**config.mk**
```make
export PLATFORM = sky130hd
export DESIGN_NAME = sampq_reader
export DESIGN_NICKNAME = d
export VERILOG_FILES = /design/src/rtl/sampq_pkg.sv /design/src/rtl/sampq_serializer.sv /design/src/rtl/sampq_reader.sv
export SDC_FILE = /design/constraint.sdc
export NUM_CORES = 1
export LEC_CHECK = 0
export ABC_AREA = 1
export CORE_MARGIN = 8
export CORE_UTILIZATION = 56
export DETAILED_ROUTE_END_ITERATION = 10
export GPL_ROUTABILITY_DRIVEN = 0
export PLACE_DENSITY_LB_ADDON = 0.25
export SETUP_SLACK_MARGIN = 0.3
export SYNTH_ARGS = -nofsm -noshare
export SYNTH_HDL_FRONTEND = slang
export SYNTH_SLANG_ARGS = --single-unit
```
**constraint.sdc**
```tcl
create_clock -name clk -period 2.2 [get_ports clk]
set_input_delay 0.66 -clock clk [delete_from_list [all_inputs] [get_ports clk]]
set_output_delay 0.66 -clock clk [all_outputs]
set_load 0.05 [all_outputs]
```
**src/rtl/sampq_pkg.sv**
```systemverilog
// Shared constants and helpers for the sample queue reader and writer.
package sampq_pkg;

  // Widest pointer the shared increment helper handles.
  localparam int unsigned PtrMaxW = 32;

  // Default geometry of the sample queue.
  localparam int unsigned QueueSizeDef = 128;
  localparam int unsigned SampleWDef   = 72;
  localparam int unsigned AddrWDef     = 13;

  // Bytes per sample.
  function automatic int unsigned nbytes_of(input int unsigned sample_w);
    return sample_w / 8;
  endfunction

  // Byte-counter width; at least one bit so a one-byte sample still has a counter.
  function automatic int unsigned cnt_w_of(input int unsigned nbytes);
    return (nbytes > 1) ? $clog2(nbytes) : 1;
  endfunction

  localparam int unsigned NBYTES = nbytes_of(SampleWDef);
  localparam int unsigned CntWDef = cnt_w_of(NBYTES);

  // Pointer increment with wrap: returns {wrap, ptr}. The wrap bit toggles when
  // the pointer rolls from size-1 back to 0. Shared with the writer side.
  function automatic logic [PtrMaxW:0] ptr_inc(input logic               wrap,
                                               input logic [PtrMaxW-1:0] ptr,
                                               input int unsigned        size);
    logic [PtrMaxW:0] res;
    if (ptr == PtrMaxW'(size - 1)) begin
      res = {~wrap, {PtrMaxW{1'b0}}};
    end else begin
      res = {wrap, ptr + 1'b1};
    end
    return res;
  endfunction

endpackage

```
**src/rtl/sampq_serializer.sv**
```systemverilog
// Serialises one sample into bytes, least-significant byte first, over valid/ready.
module sampq_serializer
  import sampq_pkg::*;
#(
  parameter int unsigned SAMPLE_W = 72
) (
  input  logic                clk,
  input  logic                rst_n,
  input  logic                flush_i,
  input  logic                load_valid_i,
  input  logic [SAMPLE_W-1:0] load_data_i,
  output logic                load_ready_o,
  output logic                last_o,
  output logic [7:0]          out_data_o,
  output logic                out_valid_o,
  input  logic                out_ready_i
);

  localparam int unsigned NBytes = nbytes_of(SAMPLE_W);
  localparam int unsigned CntW   = cnt_w_of(NBytes);
  localparam logic [CntW-1:0] LastCnt = CntW'(NBytes - 1);

  logic [SAMPLE_W-1:0] shift_q, shift_d;
  logic [CntW-1:0]     cnt_q, cnt_d;
  logic                valid_q, valid_d;
  logic                accept, last_accept, load;

  assign accept      = valid_q & out_ready_i;
  assign last_accept = accept & (cnt_q == LastCnt);
  // A new sample may enter when idle or as the final byte leaves, so there is no bubble.
  assign load_ready_o = ~valid_q | last_accept;
  assign load         = load_valid_i & load_ready_o;
  assign last_o       = last_accept;

  assign out_data_o  = shift_q[7:0];
  assign out_valid_o = valid_q;

  // Next-state: flush beats load, load beats shifting out.
  always_comb begin
    shift_d = shift_q;
    cnt_d   = cnt_q;
    valid_d = valid_q;
    if (flush_i) begin
      shift_d = '0;
      cnt_d   = '0;
      valid_d = 1'b0;
    end else if (load) begin
      shift_d = load_data_i;
      cnt_d   = '0;
      valid_d = 1'b1;
    end else if (accept) begin
      shift_d = shift_q >> 8;
      cnt_d   = cnt_q + 1'b1;
      if (last_accept) begin
        valid_d = 1'b0;
      end
    end
  end

  // Shift register, byte counter and valid flag.
  always_ff @(posedge clk or negedge rst_n) begin
    if (!rst_n) begin
      shift_q <= '0;
      cnt_q   <= '0;
      valid_q <= 1'b0;
    end else begin
      shift_q <= shift_d;
      cnt_q   <= cnt_d;
      valid_q <= valid_d;
    end
  end

endmodule

```
**src/rtl/sampq_reader.sv**
```systemverilog
// Read side of the sample queue: fetches samples from RAM and streams them as bytes.
module sampq_reader
  import sampq_pkg::*;
#(
  parameter int unsigned QUEUE_SIZE = 128,
  parameter int unsigned SAMPLE_W   = 72,
  parameter int unsigned ADDR_W     = 13
) (
  input  logic                clk,
  input  logic                rst_n,
  input  logic [ADDR_W-1:0]   wptr,
  input  logic                wwrap,
  output logic [ADDR_W-1:0]   rptr,
  output logic                rwrap,
  output logic [ADDR_W-1:0]   raddr,
  output logic                ravail,
  input  logic [SAMPLE_W-1:0] rdata,
  input  logic                flush,
  output logic [7:0]          out_data,
  output logic                out_valid,
  input  logic                out_ready
);

  logic [ADDR_W-1:0]   fptr_q, fptr_d;
  logic                fwrap_q, fwrap_d;
  logic [ADDR_W-1:0]   rptr_q, rptr_d;
  logic                rwrap_q, rwrap_d;
  logic [ADDR_W-1:0]   raddr_q, raddr_d;
  logic                ravail_q, ravail_d;
  logic [SAMPLE_W-1:0] nbuf_q, nbuf_d;
  logic                nbuf_valid_q, nbuf_valid_d;

  logic                empty, cap, issue, nbuf_drain;
  logic                ser_load_valid, ser_load_ready, ser_last;
  logic [SAMPLE_W-1:0] ser_load_data;
  logic [PtrMaxW:0]    f_inc, r_inc;
  logic                unused_inc_bits;

  assign empty = ({fwrap_q, fptr_q} == {wwrap, wptr});
  // A read issued last cycle returns now; flush cancels it.
  assign cap   = ravail_q & ~flush;

  // nbuf is older than anything returning from RAM, so it loads first.
  assign ser_load_valid = nbuf_valid_q | cap;
  assign ser_load_data  = nbuf_valid_q ? nbuf_q : rdata;
  assign nbuf_drain     = nbuf_valid_q & ser_load_ready;

  // One read in flight at most, and only when its data is guaranteed a home.
  assign issue = ~flush & ~empty & ~ravail_q & (~nbuf_valid_q | nbuf_drain);

  assign f_inc = ptr_inc(fwrap_q, PtrMaxW'(fptr_q), QUEUE_SIZE);
  assign r_inc = ptr_inc(rwrap_q, PtrMaxW'(rptr_q), QUEUE_SIZE);
  assign unused_inc_bits = ^{f_inc[PtrMaxW-1:ADDR_W], r_inc[PtrMaxW-1:ADDR_W]};

  assign rptr   = rptr_q;
  assign rwrap  = rwrap_q;
  assign raddr  = raddr_q;
  assign ravail = ravail_q;

  // Pointer, read-issue and next-buffer control.
  always_comb begin
    fptr_d       = fptr_q;
    fwrap_d      = fwrap_q;
    rptr_d       = rptr_q;
    rwrap_d      = rwrap_q;
    raddr_d      = raddr_q;
    ravail_d     = 1'b0;
    nbuf_d       = nbuf_q;
    nbuf_valid_d = nbuf_valid_q;
    if (flush) begin
      fptr_d       = wptr;
      fwrap_d      = wwrap;
      rptr_d       = wptr;
      rwrap_d      = wwrap;
      nbuf_valid_d = 1'b0;
    end else begin
      if (issue) begin
        ravail_d = 1'b1;
        raddr_d  = fptr_q;
        fptr_d   = f_inc[ADDR_W-1:0];
        fwrap_d  = f_inc[PtrMaxW];
      end
      // Read pointer moves on capture so the writer never overwrites a pending slot.
      if (cap) begin
        rptr_d  = r_inc[ADDR_W-1:0];
        rwrap_d = r_inc[PtrMaxW];
      end
      if (nbuf_drain) begin
        nbuf_valid_d = 1'b0;
      end
      if (cap && (nbuf_valid_q || !ser_load_ready)) begin
        nbuf_d       = rdata;
        nbuf_valid_d = 1'b1;
      end
    end
  end

  // Pointer, read-port and next-buffer registers.
  always_ff @(posedge clk or negedge rst_n) begin
    if (!rst_n) begin
      fptr_q       <= '0;
      fwrap_q      <= 1'b0;
      rptr_q       <= '0;
      rwrap_q      <= 1'b0;
      raddr_q      <= '0;
      ravail_q     <= 1'b0;
      nbuf_q       <= '0;
      nbuf_valid_q <= 1'b0;
    end else begin
      fptr_q       <= fptr_d;
      fwrap_q      <= fwrap_d;
      rptr_q       <= rptr_d;
      rwrap_q      <= rwrap_d;
      raddr_q      <= raddr_d;
      ravail_q     <= ravail_d;
      nbuf_q       <= nbuf_d;
      nbuf_valid_q <= nbuf_valid_d;
    end
  end

  sampq_serializer #(
    .SAMPLE_W (SAMPLE_W)
  ) u_ser (
    .clk          (clk),
    .rst_n        (rst_n),
    .flush_i      (flush),
    .load_valid_i (ser_load_valid),
    .load_data_i  (ser_load_data),
    .load_ready_o (ser_load_ready),
    .last_o       (ser_last),
    .out_data_o   (out_data),
    .out_valid_o  (out_valid),
    .out_ready_i  (out_ready)
  );

  // Last-byte strobe is not needed at this level.
  logic unused_ser_last;
  assign unused_ser_last = ser_last;

endmodule

```
* Word level (Yosys, flattened, before mapping)
Index checks and enable logic that the tools add are counted.
** Storage, ports and cells
- Flip-flop bits (word level) :: 192
- Input port bits :: 90
- Logic and storage cells :: 77
** Cells by class
- Equal/unequal tests :: 4
- Reduce and logical (&&, ||, !) cells :: 15
- Bitwise gates (word level) :: 18
- Mux-type cells :: 26
- Add/sub/neg operators :: 3
** Operator list (count)
- $mux 72 :: 4
- $mux 33 :: 2
- $mux 13 :: 4
- $add 13x1->14 const B :: 2
- $eq 13x7->1 const B :: 2
- $eq 14x14->1 :: 1
- $mux 1 :: 13
- $mux 4 :: 3
- $reduce_and 2->1 :: 5
- $reduce_bool 3->1 :: 3
- $and 1x1->1 :: 8
- $reduce_bool 2->1 :: 4
- $not 1->1 :: 7
- $add 4x1->4 const B :: 1
- $eq 4x4->1 const B :: 1
- $or 1x1->1 :: 3
- $logic_and 1x1->1 :: 1
- $logic_not 1->1 :: 1
- $logic_or 1x1->1 :: 1

* Depth between registers and ports, before layout
- Word-level depth :: 8
- Gate-level depth with buffers :: 12
- Depth with buffers taken out :: 12

* Hierarchy
From an unflattened synthesis, not the netlist that was laid out.
** Second synthesis, totals
- Cells, all modules :: 1389
- Area total of the unflattened synthesis :: 10028.4 µm²
** Modules (own cells, without submodules)
- sampq_reader :: cells an instance 828, area each 6082.1 µm², instances 1
- sampq_serializer :: cells an instance 561, area each 3946.3 µm², instances 1

* Worst setup path after synthesis
No wires, ideal clock.
- Path kind :: register to register
- From :: register rptr_q[0] (netlist: rptr[0])
- To :: register rptr_q[10] (netlist: rptr[10])
- Stages on the path, launching flop included :: 11
- Library setup time :: 0.125 ns
- Buffers on the path :: 0
- Arrival time :: 1.774 ns
- Setup slack :: 0.301 ns
- Cells stage by stage :: dfrtp_1 > ha_1 > nand2_1 > nor2_1 > nand2_1 > nor3_1 > nor2_1 > nand2_1 > inv_1 > nand2_1 > nand3_1
** Between the ends
- Longest elaborated chain between the ends :: 4
- Elaborated cells between the ends (all ways) :: 5
- Classes of those cells :: add/sub (1); eq/ne (1); mux (3)
** Ends and longest elaborated chain
- from (decl) :: line sampq_reader.sv:26 : logic [ADDR_W-1:0] rptr_q, rptr_d;
- from (signal assigned) :: line sampq_reader.sv:112 : rptr_q <= rptr_d;
- $add 13x1->14 / $eq 13x7->1 (equally long branches) :: line sampq_pkg.sv:34, sampq_pkg.sv:31
- $mux 33 * :: line sampq_pkg.sv:31 : if (ptr == PtrMaxW'(size - 1)) begin
- $mux 13 * :: line sampq_reader.sv:84 : if (cap) begin
- $mux 13 * :: line sampq_reader.sv:70 : if (flush) begin
Mark *: on every way between the ends. The rest lies on a longest branch, timed or not. The select of a mux whose other input is x is not followed.
A chain may end at the register's enable or synchronous reset.

* Worst setup path after layout
- From :: register u_ser.cnt_q[1]
- To :: register u_ser.shift_q[49]
** Between the ends
- Longest elaborated chain between the ends :: 6
- Elaborated cells between the ends (all ways) :: 7
- Classes of those cells :: eq/ne (1); mux (2); bitwise (3); reduce/logical (1)
** Ends and longest elaborated chain
- from (decl) :: line sampq_serializer.sv:24 : logic [CntW-1:0] cnt_q, cnt_d;
- from (signal assigned) :: line sampq_serializer.sv:68 : cnt_q <= cnt_d;
- $eq 4x4->1 * :: line sampq_serializer.sv:29 : assign last_accept = accept & (cnt_q == LastCnt);
- $and 1x1->1 * :: line sampq_serializer.sv:29
- $or 1x1->1 * :: line sampq_serializer.sv:31 : assign load_ready_o = ~valid_q | last_accept;
- $and 1x1->1 * :: line sampq_serializer.sv:32 : assign load = load_valid_i & load_ready_o;
- $mux 72 :: line sampq_serializer.sv:47 : end else if (load) begin
- $mux 72 :: line sampq_serializer.sv:43 : if (flush_i) begin
- to (signal assigned) :: line sampq_serializer.sv:67 : shift_q <= shift_d;
- to (decl) :: line sampq_serializer.sv:23 : logic [SAMPLE_W-1:0] shift_q, shift_d;
Mark *: on every way between the ends. The rest lies on a longest branch, timed or not.

==> results list <==
* Largest net degree at the start of global routing: 63
- Dividing total power by cell area gives a power density of 850 nW/µm².
- In the final layout, the share of cells above drive strength 1 is around an eighth.
- Biggest cell delay along the critical path: roughly 0.4 ns
- Net switching power: approximately 0.0034 W
* Area added between synthesis and finish: 27.7%
- Via count of the first global-routing pass: around 8.4k
- In the global route stage, overall resource usage came out at between 20% and 30%.
* Remaining global-route overflow: 0
- Number of antenna violations at the first check in global routing: 1
* Master cell of the clock root buffer: sky130_fd_sc_hd__clkbuf_16
- Initial Utilization: ~57%
- Mean routed wirelength per cell: 16.2 µm
* 1st-pass router iterations: 5
* Worst slew margin relative to its limit: 67.2%
- FFs w/ async S/R, synth: between 90% and 100%
* Critical-path top delay cell: sky130_fd_sc_hd__dfrtp_1
- Once placement finished, the instance area stood at around 11000 µm².
- Clk network pwr share: between 30% and 40%
* Insertion delay to the later sink of the worst-skew pair: around 0.44 ns
- Worst Hold Slack: just under 0.2 ns
- Clk sink count: roughly 190
- The biggest area contributor in the post-synthesis netlist is sky130_fd_sc_hd__dfrtp_1.
- Top cell types by occurrence after synthesis: sky130_fd_sc_hd__nand2_1, sky130_fd_sc_hd__o21ai_0, sky130_fd_sc_hd__dfrtp_1
- Clock-pin slew was measured on the worst setup and hold paths at roughly 0.070 ns.
- Classification of the worst-slack hold path: in2async
- Cts-stage hold buffer count: 0
- Std-Cell Rows: 48
- Among all flip-flop cells after synthesis, the most frequent one is sky130_fd_sc_hd__dfrtp_1.
- Final setup violating endpoints: 0
* Worst setup EP type: register
* Number of diodes added for antenna fixing: 0
- STA puts the critical path data required time at approximately 2.5 ns.
* Internal Power: about 0.0072 W
* Half-perimeter wire length after detailed placement: 17300 µm
- Sw frac: about a third
- Static leakage: around 6 nW
- The number of max-slew violations in the final report was 0.
- The floorplan step defined a core boundary enclosing ~17000 µm².
- Peak ir drop on the vdd network: 0.000663 V
* Register bit total from synthesis: 192
* Startpoint type of the worst setup path: register
* Slew @ Worst Pin: between 0.4 and 0.5 ns
- The flow ran to the end, and the final reports show no timing, DRC or antenna violations.
- The number of nets in the synthesized netlist is approximately 1.4k.
- Die area: about 22000 µm²
* Most frequently used cell type in the post-synthesis netlist: sky130_fd_sc_hd__nand2_1
- Between clock sinks in the finished design, the worst skew comes to around 0.0085 ns.
* Count of unresolved DRC violations after routing: 0
- Final Hold Viols: 0
- Post-Syn Instances: between 1k and 1.5k
* Fill count: ~1.3k
- Based on the critical path, the design can be clocked at up to between 500 and 600 MHz.
* Worst path arrival time: 2.23 ns
* Cell area after layout: ~12000 µm²
- In the final design database the tool counted 1518 nets.
- In this run the critical register-to-register path is launched from u_ser.cnt_q[1]$_DFFE_PN0P_.
- Along the worst path, the maximum fanout reaches 17.
- Of the synthesized area, sequential elements account for approximately half.
* Fraction of power consumed by combinational cells: between 20% and 30%
* Area share of the largest cell type after synthesis: about 49%
- The worst register-to-register path ends at u_ser.shift_q[49]$_DFFE_PN0P_.
- Of the available clock period, the critical path in the final layout requires a little under nine tenths.
- The routed design has 26900 µm of wire.
* Worst setup slack for register-to-register paths: between 0.3 and 0.4 ns
* Top-level I/O count: 127
- Once detail routing completed, the nets flagged for antenna violations numbered 0.
* Post-synthesis instance area: about 10000 µm²
* Clock tree from TritonCTS: built
- Cells taking the most area after synthesis: sky130_fd_sc_hd__dfrtp_1, sky130_fd_sc_hd__nand2_1, sky130_fd_sc_hd__o21ai_0, sky130_fd_sc_hd__inv_1, sky130_fd_sc_hd__nand3_1
* Maximum count of clock buffers along a single path: 2
- Mean instance size in the synthesized netlist: 7.60 µm²
- Die extent in x: 148 µm
- Number of cells traversed by the worst register-to-register path: 12
* Quantity of I/O buffers inserted on ports: ~130
- The floorplan step set the die height to 148 µm.
- Number of unique standard cell types used by synthesis: 39
* Max-Cap Viols: 0
- Setup repair after global routing could not meet its margin everywhere.
* Via density: between 5 and 6
- The share of total power dissipated in sequential elements is 44.4%.
* Tmin final: around 1.9 ns
- Buffers inserted during clock tree synthesis total 17.
- Number of H-tree levels: 4
* First-pass GRT wire length: just over 40000 µm
* Drt first-iter violations: 863
- Synth Warn #: 0
- Number of enable-type register cells in the synthesized netlist: 0
* Overall power consumption: about 0.011 W
- Traced cell by cell, the critical path runs through inv_2 > ha_4 > nand4_1 > nand2_2 > o211ai_2 > inv_2 > buf_6 > clkbuf_16 > nand2_1 > o21ai_1 > nand2_1 > o21ai_0.
* Vias: 9075
- The critical path is of the reg2reg type.
[power by group through the flow]
stage	Clock, W	Sequential, W	Combinational [W]
after floorplan	0	0.00493	0.00134
after global placement	0	0.00470	0.00236
after detailed placement	0	0.00474	0.00244
after CTS	0.00323	0.00469	0.00248
after global routing	0.00336	0.00479	0.00296
final	0.00321	0.00470	0.00268
[flip-flops by register name, indices dropped and copies added, names as in the netlist]
name	flops
u_ser.cnt_q	4
nbuf_q	72
nbuf_valid_q	1
fptr_q	13
rwrap	1
u_ser.out_valid_o	1
fwrap_q	1
ravail	1
raddr	13
rptr	13
u_ser.shift_q	72
[per-layer routing]
layer  track usage, %  vias up  share of wire [%]
met5                0        -              0.041
met4             7.39        2                2.3
met3             4.86       49                7.2
met2             36.3      388                 47
met1             31.8     4286                 43
li1                 -     4350                  -
[cell usage in the layout (no fill, tap or decap), types with 4 or more instances in the layout]
master	instances
sky130_fd_sc_hd__nand2_4	4
sky130_fd_sc_hd__xnor2_1	4
sky130_fd_sc_hd__inv_2	11
sky130_fd_sc_hd__clkdlybuf4s50_1	75
sky130_fd_sc_hd__bufinv_16	4
sky130_fd_sc_hd__inv_1	162
sky130_fd_sc_hd__buf_12	15
sky130_fd_sc_hd__o21ai_1	43
sky130_fd_sc_hd__dfrtp_1	190
sky130_fd_sc_hd__xor2_1	9
sky130_fd_sc_hd__o21ai_0	236
sky130_fd_sc_hd__nand3_1	54
sky130_fd_sc_hd__dlymetal6s2s_1	13
sky130_fd_sc_hd__buf_6	9
sky130_fd_sc_hd__nor2_1	63
sky130_fd_sc_hd__a31oi_1	9
sky130_fd_sc_hd__o22ai_1	7
sky130_fd_sc_hd__nand2_1	351
sky130_fd_sc_hd__nor2_2	5
sky130_fd_sc_hd__buf_4	69
sky130_fd_sc_hd__clkbuf_16	24
sky130_fd_sc_hd__a21oi_1	9
sky130_fd_sc_hd__clkdlybuf4s15_2	6
sky130_fd_sc_hd__nand4_1	8
sky130_fd_sc_hd__nor3_1	9
[metrics by stage]
| stage | TNS, ns | instances | util (%) | setup WS (ns) |
|---|---|---|---|---|
| final | 0 | 1660 | 72.5 | 0.310 |
| after global routing | 0 | 1660 | 72.5 | 0.209 |
| after CTS | 0 | 1638 | 69.9 | 0.274 |
| after detailed placement | -15.30 | 1606 | 66.1 | -0.183 |
| after global placement | -5.82 | 1606 | 66.1 | -0.116 |
| after floorplan | 0 | 1284 | - | 0.301 |
[worst max-delay path, delay by kind of cell (launching register included)]
family	cells	cell delay, ns
fa+ha+maj	1	0.12
simple gates	4	0.40
flops	1	0.40
buf+inv	4	0.54
compound gates	3	0.32
[cells by family (layout without fill, tap and decap cells)]
group	count (synthesis)	count (layout)	synth area share (%)
buffers and inverters	252	401	11.2
AO/OA/AOI/OAI	319	319	17.0
multiplexers	1	1	0.115
AND/OR/NAND/NOR	503	505	20.7
XOR/XNOR	13	13	1.17
adder cells (fa/ha/maj)	4	4	0.513
flip-flops	192	192	49.2
[timing repair]
| item | CTS | global route |
|---|---|---|
| resized for setup | 22 | 50 |
| pin swaps | 1 | 6 |
| setup buffers | 1 | 12 |
| endpoints found under the setup margin | 23 | 184 |
| hold endpoints to repair | 0 | 0 |
| gates cloned | 1 | 10 |
[worst max-delay path by stage]
stage          slack [ns]                             to                  startpoint
2_1_floorplan        0.30           rptr[10]$_DFFE_PN0P_         rptr[0]$_DFFE_PN0P_
3_3_place_gp        -0.12  u_ser.shift_q[63]$_DFFE_PN0P_                   out_ready
3_5_place_dp        -0.18  u_ser.shift_q[24]$_DFFE_PN0P_                   out_ready
4_1_cts              0.27   u_ser.shift_q[6]$_DFFE_PN0P_                   out_ready
5_1_grt              0.21  u_ser.shift_q[49]$_DFFE_PN0P_  u_ser.cnt_q[1]$_DFFE_PN0P_
6_report             0.31  u_ser.shift_q[49]$_DFFE_PN0P_  u_ser.cnt_q[1]$_DFFE_PN0P_
[area by class of cell]
class                   count  area, µm²  share of cell area, %
flip-flops and latches    192       4810                   38.6
well taps                 225        282                   2.26
clock buffers              19        433                   3.47
inverters                 173        649                   5.21
multi-input cells         842       3960                   31.8
repair buffers            198       2160                   17.3
clock inverters            11        166                   1.34
(Power assumes the default switching activity.)
